===== src/rtl/integration_pkg.sv =====
// Shared AHB interconnect types, master count and arbiter state encoding.
package integration_pkg;

  localparam int master_number = 9;

  typedef enum logic [1:0] {
    IDLE   = 2'b00,
    BUSY   = 2'b01,
    NONSEQ = 2'b10,
    SEQ    = 2'b11
  } transfer_t;

  typedef enum logic [2:0] {
    SINGLE = 3'd0,
    INCR   = 3'd1,
    WRAP4  = 3'd2,
    INCR4  = 3'd3,
    WRAP8  = 3'd4,
    INCR8  = 3'd5,
    WRAP16 = 3'd6,
    INCR16 = 3'd7
  } burst_t;

  typedef enum logic [1:0] {
    OKAY  = 2'b00,
    ERROR = 2'b01,
    RETRY = 2'b10,
    SPLIT = 2'b11
  } resp_t;

  typedef enum logic [1:0] {
    ARB,
    BURST,
    INCR_HOLD,
    LOCKED
  } arb_state_t;

  // Beats in a burst; 0 marks undefined-length INCR.
  function automatic logic [4:0] burst_beats(burst_t b);
    burst_beats = 5'd1;
    case (b)
      SINGLE:        burst_beats = 5'd1;
      INCR:          burst_beats = 5'd0;
      WRAP4, INCR4:  burst_beats = 5'd4;
      WRAP8, INCR8:  burst_beats = 5'd8;
      WRAP16, INCR16: burst_beats = 5'd16;
      default:       burst_beats = 5'd1;
    endcase
  endfunction

endpackage


===== src/rtl/rr_pick.sv =====
// Round-robin pick: first requester after ptr, cyclically; ptr itself last.
module rr_pick #(
  parameter int N = 9,
  parameter int W = $clog2(N)
) (
  input  logic [N-1:0] req,
  input  logic [W-1:0] ptr,
  output logic [W-1:0] winner,
  output logic         valid
);

  localparam int unsigned NU = N;

  // Scan farthest-first so the nearest request after ptr is the last write.
  always_comb begin
    int unsigned base;
    int unsigned idx;
    base   = 32'(ptr);
    idx    = 0;
    winner = '0;
    valid  = |req;
    for (int unsigned k = NU; k >= 1; k--) begin
      idx = (base + k) % NU;
      if (req[W'(idx)]) winner = W'(idx);
    end
  end

endmodule


===== src/rtl/ahb_rr_arbiter.sv =====
// Burst-aware round-robin AHB arbiter with default-master parking.
// Optional locked transfers: define AHB_ARB_LOCK_EN to add HLOCK/HMASTLOCK.
module ahb_rr_arbiter
  import integration_pkg::*;
#(
  parameter  int MASTER_NUM     = master_number,
  parameter  int DEFAULT_MASTER = 0,
  parameter  int MAX_INCR_BEATS = 16,
  localparam int MW             = $clog2(MASTER_NUM)
) (
  input  logic                  HCLK,
  input  logic                  HRESETn,
  input  logic [MASTER_NUM-1:0] HBUSREQ,
  input  logic [1:0]            HTRANS,
  input  logic [2:0]            HBURST,
  input  logic                  HREADY,
  input  logic [1:0]            HRESP,
  output logic [MASTER_NUM-1:0] HGRANT,
  output logic [MW-1:0]         HMASTER
`ifdef AHB_ARB_LOCK_EN
  ,
  input  logic [MASTER_NUM-1:0] HLOCK,
  output logic                  HMASTLOCK
`endif
);

  localparam int IW = $clog2(MAX_INCR_BEATS + 1);
  localparam logic [MW-1:0]         DEF_IDX   = MW'(DEFAULT_MASTER);
  localparam logic [MASTER_NUM-1:0] DEF_GRANT = MASTER_NUM'(1) << DEFAULT_MASTER;

  arb_state_t            state;
  logic [MW-1:0]         owner;
  logic [MW-1:0]         rr_ptr;
  logic [3:0]            beat_cnt;
  logic [IW-1:0]         incr_cnt;

  transfer_t             trans;
  burst_t                burst;
  resp_t                 resp;
  logic [4:0]            beats;
  logic                  early_term;
  logic                  retry_term;
  logic [MW-1:0]         pick_ptr;
  logic [MW-1:0]         pick_idx;
  logic                  pick_valid;
  logic [MW-1:0]         win_idx;
  logic [MASTER_NUM-1:0] win_grant;
  logic [IW-1:0]         next_incr;
  logic                  incr_exit;
  logic                  lock_start;
  logic                  lock_release;
  logic                  rearb;

  rr_pick #(
    .N(MASTER_NUM),
    .W(MW)
  ) u_pick (
    .req   (HBUSREQ),
    .ptr   (pick_ptr),
    .winner(pick_idx),
    .valid (pick_valid)
  );

  // Decode bus inputs and form the candidate grant for this edge.
  always_comb begin
    trans      = transfer_t'(HTRANS);
    burst      = burst_t'(HBURST);
    resp       = resp_t'(HRESP);
    beats      = burst_beats(burst);
    early_term = (resp != OKAY);
    retry_term = (resp == RETRY) || (resp == SPLIT);
    // A retried/split owner is scanned from itself so it lands last.
    pick_ptr   = retry_term ? owner : rr_ptr;
    win_idx    = pick_valid ? pick_idx : DEF_IDX;
    win_grant  = '0;
    win_grant[win_idx] = 1'b1;
    next_incr  = incr_cnt + IW'(trans == SEQ);
    incr_exit  = !HBUSREQ[owner] || (trans == IDLE) ||
                 (next_incr >= IW'(MAX_INCR_BEATS));
`ifdef AHB_ARB_LOCK_EN
    lock_start   = (trans == NONSEQ) && HLOCK[owner];
    lock_release = !HLOCK[owner] && ((trans == IDLE) || (trans == NONSEQ));
`else
    lock_start   = 1'b0;
    lock_release = 1'b1;
`endif
  end

  // Decide whether this HREADY-high edge hands the grant out again.
  always_comb begin
    rearb = 1'b0;
    if (early_term) begin
      rearb = 1'b1;
    end else begin
      case (state)
        ARB:       rearb = !(lock_start || ((trans == NONSEQ) && (beats != 5'd1)));
        BURST:     rearb = (trans == SEQ) && (beat_cnt == 4'd1);
        INCR_HOLD: rearb = incr_exit;
        LOCKED:    rearb = lock_release;
        default:   rearb = 1'b1;
      endcase
    end
  end

  // Grant, ownership, round-robin pointer and burst tracking.
  always_ff @(posedge HCLK or negedge HRESETn) begin
    if (!HRESETn) begin
      HGRANT   <= DEF_GRANT;
      HMASTER  <= DEF_IDX;
      owner    <= DEF_IDX;
      rr_ptr   <= DEF_IDX;
      state    <= ARB;
      beat_cnt <= '0;
      incr_cnt <= '0;
    end else if (HREADY) begin
      HMASTER <= owner;
      if (rearb) begin
        HGRANT <= win_grant;
        owner  <= win_idx;
        if (win_idx != owner) rr_ptr <= win_idx;
        else if (retry_term)  rr_ptr <= owner;
      end
      if (early_term) begin
        state    <= ARB;
        beat_cnt <= '0;
        incr_cnt <= '0;
      end else begin
        case (state)
          ARB: begin
            if (lock_start) begin
              state <= LOCKED;
            end else if ((trans == NONSEQ) && (beats == 5'd0)) begin
              state    <= INCR_HOLD;
              incr_cnt <= IW'(1);
            end else if ((trans == NONSEQ) && (beats > 5'd1)) begin
              state    <= BURST;
              beat_cnt <= 4'(beats - 5'd1);
            end
          end
          BURST: begin
            if (trans == SEQ) begin
              if (beat_cnt == 4'd1) begin
                state    <= ARB;
                beat_cnt <= '0;
              end else begin
                beat_cnt <= beat_cnt - 4'd1;
              end
            end
          end
          INCR_HOLD: begin
            if (incr_exit) begin
              state    <= ARB;
              incr_cnt <= '0;
            end else begin
              incr_cnt <= next_incr;
            end
          end
          LOCKED: begin
            if (lock_release) state <= ARB;
          end
          default: state <= ARB;
        endcase
      end
    end
  end

`ifdef AHB_ARB_LOCK_EN
  // Lock indication follows the owner into the address phase.
  always_ff @(posedge HCLK or negedge HRESETn) begin
    if (!HRESETn)    HMASTLOCK <= 1'b0;
    else if (HREADY) HMASTLOCK <= HLOCK[owner];
  end
`endif

endmodule


===== config.mk =====
export PLATFORM = sky130hd
export DESIGN_NAME = ahb_rr_arbiter
export DESIGN_NICKNAME = d
export VERILOG_FILES = /design/src/rtl/integration_pkg.sv /design/src/rtl/rr_pick.sv /design/src/rtl/ahb_rr_arbiter.sv
export SDC_FILE = /design/constraint.sdc
export NUM_CORES = 1
export LEC_CHECK = 0
export ABC_AREA = 0
export CAP_MARGIN = 20
export CORE_MARGIN = 8
export CORE_UTILIZATION = 44
export CTS_BUF_LIST = sky130_fd_sc_hd__clkbuf_4 sky130_fd_sc_hd__clkbuf_8 sky130_fd_sc_hd__clkbuf_16
export CTS_CLUSTER_DIAMETER = 100
export DETAILED_ROUTE_END_ITERATION = 8
export DONT_BUFFER_PORTS = 1
export GPL_TIMING_DRIVEN = 1
export RECOVER_POWER = 100
export SYNTH_ARGS = -nofsm -noshare
export SYNTH_HDL_FRONTEND = slang
export SYNTH_HIERARCHICAL = 1
export SYNTH_SLANG_ARGS = --single-unit

===== constraint.sdc =====
create_clock -name HCLK -period 10 [get_ports HCLK]
set_input_delay 1.5 -clock HCLK [delete_from_list [all_inputs] [get_ports HCLK]]
set_output_delay 1.5 -clock HCLK [all_outputs]
set_load 0.1 [all_outputs]

After elaboration in Yosys (flattened, before gate mapping) --
Memory sizes are Yosys's and may differ from the RTL's. Cells that the tools add are included.
Cells by class: $add $sub $neg 12, div/mod/pow operators 9, $lt $le $gt $ge 14, equality and inequality tests 17, mux-type cells 53, reductions and logical operators 21
Operators with widths (count):
- $mod 32x4->32 const B | 9
- $mux 4 | 17
- $lt 4x5->1 const B | 11
- $bmux 1 s4 | 10
- $add 4x3->5 const B | 4
- $ne 3x3->1 const B | 6
- $mux 5 | 3
- $eq 2x2->1 const B | 6
- $mux 1 | 12
- $mux 2 | 6
- $add 4x2->5 const B | 2
- $add 4x4->5 const B | 2
- $pmux 5 s2 | 1
- $reduce_and 5->1 | 2
- $reduce_or 9->1 | 1
- $pmux 2 s4 | 1
- $pmux 4 s2 | 1
- $sub 4x1->4 const B | 2
- $reduce_bool 3->1 | 2
- $add 4x1->5 const B | 1
- $add 5x1->5 | 1
- $ge 5x5->1 const B | 1
- $gt 5x1->1 const B | 1
- $logic_and 1x1->1 | 5
- other kinds (15) | 19
Storage, ports and cells: bits in registers 32, memory bits (read-only) 32, input port bits 19, output and inout bits 13, logic and storage cells 134, memories kept 1
Memories:
- (name not given) | words 8, bits a word 4, rd ports 1, clocked after Yosys merged registers in 0, write ports 0, RTL line integration_pkg.sv:41 | case (b)

Logic depth before layout (Yosys ltp) --
Gate-level depths: netlist (run 1).
depth in word-level cells 21, depth in mapped cells 38, gate-level depth less buffers 27

Modules after synthesis --
Netlist (run 1), hierarchy kept.
Modules (own cells, without submodules):
- rr_pick | instances 1, cells an instance 792, area each 5541.6 um2, sequential area each 0.0 um2
- ahb_rr_arbiter | instances 1, cells an instance 201, area each 2075.7 um2, sequential area each 802.0 um2

Least setup slack after synthesis (run 1) --
No wires, ideal clock.
path kind input port to flip-flop, from in HRESP[1], to reg rr_ptr[0], library setup time 125 ps, arrival time 9093 ps, required time 9875 ps, path slack 782 ps, cell stages on the path 33, path buffers 9, cells stage by stage mux2_2 > buf_4 > buf_2 > buf_2 > clkbuf_1 > buf_1 > buf_1 > inv_1 > ha_1 > buf_2 > inv_1 > clkbuf_1 > ha_1 > nor2_1 > o2bb2ai_1 > or4_1 > nand2_1 > ha_1 > nor3b_1 > o21ai_2 > buf_6 > and3b_1 > a2111o_1 > o32a_1 > or4_1 > a211oi_2 > a31oi_1 > o21ai_1 > and2_1 > nand3_1 > a32oi_1 > mux2_2 > mux2_4
On the way: word-level cells in the longest chain between the ends 19, elaborated cells between the ends (all ways) 55, those cells by class add/sub (9); div (9); eq/ne (3); mux (31); reduce/logical (3)
Ends and longest elaborated chain:
- from (decl) | RTL line ahb_rr_arbiter.sv:17 | input logic [1:0] HRESP,
- $eq 2x2->1 | RTL line ahb_rr_arbiter.sv:71 | retry_term = (resp == RETRY) || (resp == SPLIT);
- $logic_or 1x1->1 * | RTL line ahb_rr_arbiter.sv:71
- $mux 4 *
- $add 4x4->5 | RTL line rr_pick.sv:23 | idx = (base + k) % NU;
- $mod 32x4->32 | RTL line rr_pick.sv:23
- $bmux 1 s4 | RTL line rr_pick.sv:24 | if (req[W'(idx)]) winner = W'(idx);
- $mux 1 (not written as such) | RTL line rr_pick.sv:24
- $mux 4 (8 in a row) | RTL line rr_pick.sv:24
- $mux 4 * | RTL line rr_pick.sv:24
- via pick_idx[1] | RTL line ahb_rr_arbiter.sv:44 | logic [MW-1:0] pick_idx;
- $mux 4 * | RTL line ahb_rr_arbiter.sv:74 | win_idx = pick_valid ? pick_idx : DEF_IDX;
- $ne 4x4->1 * | RTL line ahb_rr_arbiter.sv:120 | if (win_idx != owner) rr_ptr <= win_idx;
- $mux 4 * | RTL line ahb_rr_arbiter.sv:120
- to (signal assigned) | RTL line ahb_rr_arbiter.sv:120
- to (signal assigned) | RTL line ahb_rr_arbiter.sv:121 | else if (retry_term) rr_ptr <= owner;
- to (decl) | RTL line ahb_rr_arbiter.sv:33 | logic [MW-1:0] rr_ptr;
The timed path passes the listed nets; every way through them passes the cells marked *. The select of a mux whose other input is x is not followed. A chain may end at the register's enable or synchronous reset.

Worst setup path in the final report (run 1) --
from in HRESP[1], to reg rr_ptr[0]
On the way: word-level cells in the longest chain between the ends 19, elaborated cells between the ends (all ways) 55, those cells by class add/sub (9); div (9); eq/ne (3); mux (31); reduce/logical (3)
Ends and longest elaborated chain (RTL line):
- $eq 2x2->1 | ahb_rr_arbiter.sv:71
- $logic_or 1x1->1 * | ahb_rr_arbiter.sv:71
- $mux 4 *
- $add 4x4->5 | rr_pick.sv:23
- $mod 32x4->32 | rr_pick.sv:23
- $bmux 1 s4 | rr_pick.sv:24
- $mux 1 (not written as such) | rr_pick.sv:24
- $mux 4 (8 in a row) | rr_pick.sv:24
- $mux 4 * | rr_pick.sv:24
- via pick_idx[0] | ahb_rr_arbiter.sv:44
- $mux 4 * | ahb_rr_arbiter.sv:74
- $ne 4x4->1 | ahb_rr_arbiter.sv:120
- $mux 4 * | ahb_rr_arbiter.sv:120
Marked as above.

==> metrics.md, run 1 <==
| Metric | Value |
|---|---|
| Horiz. Die Dim | between 100 and 150 um |
| Post-Synth XOR/XNOR Area | 3.761% |
| Buffers & Inverters on Critical Path | 3 |
| Initial antenna violation count | 0 |
| Synth Cell Area | 7617 um^2 |
| Gr usage total | 20.92% |
| RSZ-0062 raised after global routing | no |
| Max Fclk | 0.1110 GHz |
| Crit path required time | slightly above 10000 ps |
| Via count | just under 8000 |
| Remaining antenna violation count | 0 |
| Cell count after synthesis | 993 |
| Startpoint Class | primary input |
| DRT Pass-1 Iters | 6 |
| Pre-CTS setup slack | 1130 ps |
| Clock latency on the worst-skew pair | 290 ps |
| NumNets Final | around 1000 |
| Final wirelength | 23820 um |
| Leading area contributor after synthesis | dfrtp_1 |
| N_diodes | 0 |
| Post-CTS setup buffers | 0 |
| Hold buffer count at CTS | 0 |
| Die area | 21780 um^2 |
| Syn avg cell area | between 7 and 8 um^2 |
| Yosys reg bits | 32 |
| HPWL after DPL | 17700 um |
| DR iter-0 viols | 883 |
| Top cells by count, synth | nand2_1 (87), nor2_1 (63), ha_1 (62), inv_1 (53), a21oi_1 (44) |
| Register area share after synthesis | a little over a tenth |
| Synth async-reset ratio | 100.0% |
| Worst Path Arrival | approximately 9200 ps |
| CP Class | primary input to register |
| Fin crit period | 9010 ps |
| Ys Warns | 6 |
| Max cap viols | 0 |
| # DRC | 0 |
| Slew @ Worst Pin | 1133 ps |
| Worst Setup End Kind | register |
| Largest family of logic cells by synthesized area | compound AO/OA/AOI/OAI gates |
| Clock transition at path regs | 60 ps |
| Final setup margin | 989.9 ps |
| Fin crit share | 90.10% |
| Mux share of post-synthesis cell area | 12.55% |
| Cts bufs inserted | 5 |
| Max-slew violations | 0 |
| Setup TNS | 0 ps |
| Slowest CP cell | xor2_1 |
| Longest Clk Path Bufs | 2 |
| Share of cells above drive strength 1 | 12.08% |
| Largest delay share family, worst path | compound AO/OA/AOI/OAI gates |
| Initial core utilization | 44.50% |
| Setup Viol. Count Final | 0 |
| Global-route wire length before repair | 37740 um |
| Slew margin rel. | 23.48% |
| Hold Crit Class | register to register |
| Post-DR wirelength/cell | between 20 and 25 um |
| Hold Violations, Final | 0 |
| Post-synth EDFFs | 0 |
| Simple-gate portion of the synthesized area | 25.69% |
| RD Place Congestion | between 0.9 and 1 |
| Vias in the first global route | 7000 |
| Final setup skew | 6.127 ps |
| Die Ht | ~150 um |
| Root Buffer Master | clkbuf_16 |
| Ports | 32 |
| Synth Flop Type | dfrtp_1 |
| Number of fill cells | 1737 |
| H-tree depth | 2 |
| Pin count of the biggest net entering global routing | 76 |
| Hold slack | about 480 ps |
| Total core area | roughly 17000 um^2 |
| CTS tree | built |
| IO Port Bufs | 0 |
| Post-Syn Nets | 1074 |
| Most numerous cell in the Yosys netlist | nand2_1 |
| Compound-Gate Fraction of Synth Area | 30.45% |
| CP most frequent cell | ha_1 |
| Grt total ovfl | 0 |
| Std-Cell Rows | 48 |
| CP max stage delay | 760 ps |
| Synth Area in Adders | between 10% and 20% |
| Layout Area Growth over Synthesis | 2.891% |
| Sink Count | 32 |
| Synth area leaders | dfrtp_1 (10%), ha_1 (10%), mux2_2 (5.3%) |
| Status | completed |
| Critical Path Fanout Max | 25 |
| Vias/cell | 6.529 |
| Synth unique cells | 109 |
| CTS resizes | 0 |
| Post-synth top area share | between 10 and 15% |
## final cells by class
cell class	count	area [um^2]	share of cell area (%)
multi-input combinational	844	6287	80.22
sequential	32	802.0	10.23
tap	225	281.5	3.592
inverter	57	216.5	2.762
clock buffer	5	125.1	1.596
timing repair buffer	11	82.58	1.054
clock inverter	3	42.54	0.5428
## cell usage in the layout, fill, tap and decap left out, drive strengths merged, types with 7 or more instances in the layout
| cell | instances |
|---|---|
| a21o | 9 |
| nand4 | 14 |
| a31o | 7 |
| o31ai | 12 |
| nand2 | 88 |
| nor3b | 8 |
| a32oi | 9 |
| nor2b | 18 |
| and2 | 15 |
| nand3 | 34 |
| a311oi | 9 |
| o21a | 13 |
| or2 | 11 |
| xnor2 | 24 |
| a31oi | 22 |
| o211ai | 12 |
| ha | 62 |
| o2bb2ai | 7 |
| or4 | 7 |
| nand3b | 10 |
| a221oi | 7 |
| dfrtp | 31 |
| nor2 | 64 |
| nand2b | 19 |
| o21ai | 51 |
| nor3 | 26 |
| mux2 | 44 |
| a22oi | 8 |
| nor4 | 13 |
| a21oi | 47 |
| mux2i | 34 |
| and3 | 10 |
| buf | 11 |
| a21boi | 8 |
| a211oi | 19 |
| inv | 56 |
## per-stage QoR
step | utilization [%] | area [um^2] | instances
6_report | 45.79 | 7838 | 1177
5_1_grt | 45.79 | 7838 | 1177
4_1_cts | 45.86 | 7849 | 1177
3_5_place_dp | 44.88 | 7681 | 1169
3_3_place_gp | 44.88 | 7681 | 1169
2_1_floorplan | - | 7617 | 993
## state kept, by name, summed over array words and instances (netlist names)
register	count
HMASTER	4
incr_cnt	5
owner	4
HGRANT	9
state	2
rr_ptr	4
beat_cnt	4
## worst paths after layout
check	from	endpoint	slack, ps	cells past startpoint
max	HRESP[1]	rr_ptr[0]	990	28
min	incr_cnt[0]	incr_cnt[0]	480	1
max reg2reg	owner[1]	rr_ptr[0]	1640	28
min reg2reg	incr_cnt[0]	incr_cnt[0]	480	1
max in group asynchronous	HRESETn	HGRANT[0]	8910	0
min in group asynchronous	HRESETn	rr_ptr[0]	910	0
## layer usage
layer,up-vias,global-route usage (%),part of all wire (%)
li1,3693,-,-
met1,3619,28.77,47
met2,326,33.17,45
met3,47,3.577,6.8
met4,0,5.354,2.0
met5,-,0,0
## kinds of logic after synthesis
group	count (synthesis)
AND/OR/NAND/NOR	365
adder cells (fa/ha/maj)	62
multiplexers	82
flip-flops	32
XOR/XNOR	28
AO/OA/AOI/OAI	307
buffers and inverters	117
Power of run 1 is not shown: default switching activity piles up to over one toggle a cycle in this logic, so the estimate is an artifact.
==> run 2, diff against run 1 <==
--- a/config.mk
+++ b/config.mk
@@ -7,6 +7,8 @@
 export LEC_CHECK = 0
 export ABC_AREA = 0
 export CAP_MARGIN = 20
+export CELL_PAD_IN_SITES_DETAIL_PLACEMENT = 0
+export CELL_PAD_IN_SITES_GLOBAL_PLACEMENT = 1
 export CORE_MARGIN = 8
 export CORE_UTILIZATION = 44
 export CTS_BUF_LIST = sky130_fd_sc_hd__clkbuf_4 sky130_fd_sc_hd__clkbuf_8 sky130_fd_sc_hd__clkbuf_16
@@ -14,6 +16,7 @@
 export DETAILED_ROUTE_END_ITERATION = 8
 export DONT_BUFFER_PORTS = 1
 export GPL_TIMING_DRIVEN = 1
+export PLACE_DENSITY_LB_ADDON = 0.1
 export RECOVER_POWER = 100
 export SYNTH_ARGS = -nofsm -noshare
 export SYNTH_HDL_FRONTEND = slang
==> run 2 against run 1 <==
Utilization grew 0.34 points. Worst setup slack improved by 83 ps. Largest cell class unchanged. Critical path type unchanged. Maximum frequency up 0.93%.
==> metrics.md, run 2 (synthesized netlist as in run 1, its figures left out) <==
| Metric | Value |
|---|---|
| Status | completed |
| Startpoint Class | primary input |
| Placement Cell Area | 7739 um^2 (+0.75%) |
| Setup TNS | 0 ps (unchanged) |
| Slowest CP cell | xor2_1 |
| Slew margin rel. | 21.37% (-2.1 points) |
| Die Ht | 147.6 um (unchanged) |
| Commonest non-fill, non-tap cells in the layout | nand2_1 (87), nor2_1 (63), ha_1 (62) |
| DR iter-0 viols | 722 (-18%) |
| Initial core utilization | 44.50% (unchanged) |
| Largest register FFs | 9 (unchanged) |
| Vias in the first global route | 7133 (+1.9%) |
| CP max stage delay | 700 ps (-60 ps) |
| Fin crit period | 8927 ps (-83.27 ps) |
| Via count | 7719 (+0.44%) |
| Total core area | 17120 um^2 (unchanged) |
| Worst Path Arrival | 9100 ps (-90 ps) |
| RSZ-0062 raised after global routing | no |
| Vias/cell | 6.514 (-0.24%) |
| R2R Path Start | owner[1] |
| Hold buffer count at CTS | 0 (unchanged) |
| Setup Viol. Count Final | 0 (unchanged) |
| Top flop regs | HGRANT: 9 flops, incr_cnt: 5 flops |
| Std-Cell Rows | 48 (unchanged) |
| Worst r2r path cells | 26 (-7.1%) |
| Hold Violations, Final | 0 (unchanged) |
| Number of cells on the worst hold path | 1 (unchanged) |
| Die area | 21780 um^2 (unchanged) |
| Global-route wire length before repair | 40790 um (+8.1%) |
| Final wirelength | 25390 um (+6.6%) |
| Slew @ Worst Pin | 1165 ps (+31.34 ps) |
| Buffers & Inverters on Critical Path | 1 (-2) |
| Clock transition at path regs | 60 ps (about the same) |
| Placed instance count | 1177 (+0.68%) |
| Crit path required time | 10170 ps (about the same) |
| Max-slew violations | 0 (unchanged) |
| HPWL after DPL | 19180 um (+8.4%) |
| Most flop-heavy register | HGRANT |
| Gr usage total | 22.97% (+2.1 points) |
| NumNets Final | 1040 (+0.78%) |
| Max Fclk | 0.1120 GHz (+0.93%) |
| Post-DR wirelength/cell | 21.43 um (+5.9%) |
| Root Buffer Master | clkbuf_16 |
| FF-to-FF setup slack | 1750 ps (+110 ps) |
| Worst Hold Launch | incr_cnt[0] |
| Final setup skew | 4.658 ps (-1.469 ps) |
| # DRC | 0 (unchanged) |
| Share of cells above drive strength 1 | 12.92% (+0.84 points) |
| DRT Pass-1 Iters | 5 (-1) |
| Initial antenna violation count | 0 (unchanged) |
| Remaining antenna violation count | 0 (unchanged) |
| Longest Clk Path Bufs | 2 (unchanged) |
| H-tree depth | 2 (unchanged) |
| Grt total ovfl | 0 (unchanged) |
| Clock latency on the worst-skew pair | 280 ps (about the same) |
| CP Class | primary input to register |
| Cts bufs inserted | 5 (unchanged) |
| CP most frequent cell | ha_1 |
| Layout Area Growth over Synthesis | 3.646% |
| Ports | 32 (unchanged) |
| Hold Crit Class | register to register |
| Largest delay share family, worst path | compound AO/OA/AOI/OAI gates |
| Fin area | 7895 um^2 (+0.73%) |
| Horiz. Die Dim | 147.6 um (unchanged) |
| Critical Path Fanout Max | 11 (-56%) |
| IO Port Bufs | 0 (unchanged) |
| CTS resizes | 0 (unchanged) |
| RD Place Congestion | 0.9506 (-3.2%) |
| Post-route insts no fill | 1185 (+0.68%) |
| Worst Setup End Kind | register |
| CTS tree | built |
| RR Endpoint | rr_ptr[0] |
| Hold endpoint | incr_cnt[0] |
| Commonest non-fill, non-tap cell in the layout | nand2_1 |
| Sink Count | 32 (unchanged) |
| Pin count of the biggest net entering global routing | 52 (-32%) |
| N_diodes | 0 (unchanged) |
| Fin crit share | 89.27% (-0.83 points) |
| Post-CTS setup buffers | 0 (unchanged) |
| Max cap viols | 0 (unchanged) |
[run 2: metrics by stage]
step                hold slack (ps)  utilization [%]  worst slack (ps)
CTS                           502.6            46.19              1476
global placement              477.3            45.18             994.6
detailed placement            490.1            45.21              1212
finish                        493.4            46.13              1073
floorplan                     456.4                -             781.8
global route                  528.2            46.13             321.7
[run 2: worst max-delay path by stage]
| stage | end | from | slack (ps) | cells past startpoint |
|---|---|---|---|---|
| 4_1_cts | rr_ptr[3] | HRESP[1] | 1480 | 26 |
| 2_1_floorplan | rr_ptr[0] | HRESP[1] | 780 | 33 |
| 6_report | rr_ptr[0] | HRESP[1] | 1070 | 26 |
| 3_3_place_gp | rr_ptr[1] | HRESP[1] | 990 | 23 |
| 3_5_place_dp | rr_ptr[0] | HRESP[1] | 1210 | 26 |
| 5_1_grt | rr_ptr[3] | HRESP[1] | 320 | 26 |
[run 2: area by class of cell]
class	instances	area, um^2
clock buffer	5	125.1
multi-input combinational	844	6287
timing repair buffer	19	140.1
tap	225	281.5
fill	1744	9221
sequential	32	802.0
clock inverter	3	42.54
inverter	57	216.5
[run 2: per-layer routing]
metal / global-route usage [%] / routed length [um]
met4: 4.386 / 341
met3: 3.302 / 1418
met1: 32.93 / 12210
met5: 0 / 0
met2: 35.87 / 11430
Power of run 2 is left out for the same reason.
==> run 3, diff against run 2 <==
--- a/config.mk
+++ b/config.mk
@@ -13,6 +13,7 @@
 export CORE_UTILIZATION = 44
 export CTS_BUF_LIST = sky130_fd_sc_hd__clkbuf_4 sky130_fd_sc_hd__clkbuf_8 sky130_fd_sc_hd__clkbuf_16
 export CTS_CLUSTER_DIAMETER = 100
+export CTS_CLUSTER_SIZE = 16
 export DETAILED_ROUTE_END_ITERATION = 8
 export DONT_BUFFER_PORTS = 1
 export GPL_TIMING_DRIVEN = 1
==> results of run 3 <==
No change in the layout: final DEF, timing and power equal those of run 2.
Power of run 3 is left out for the same reason.
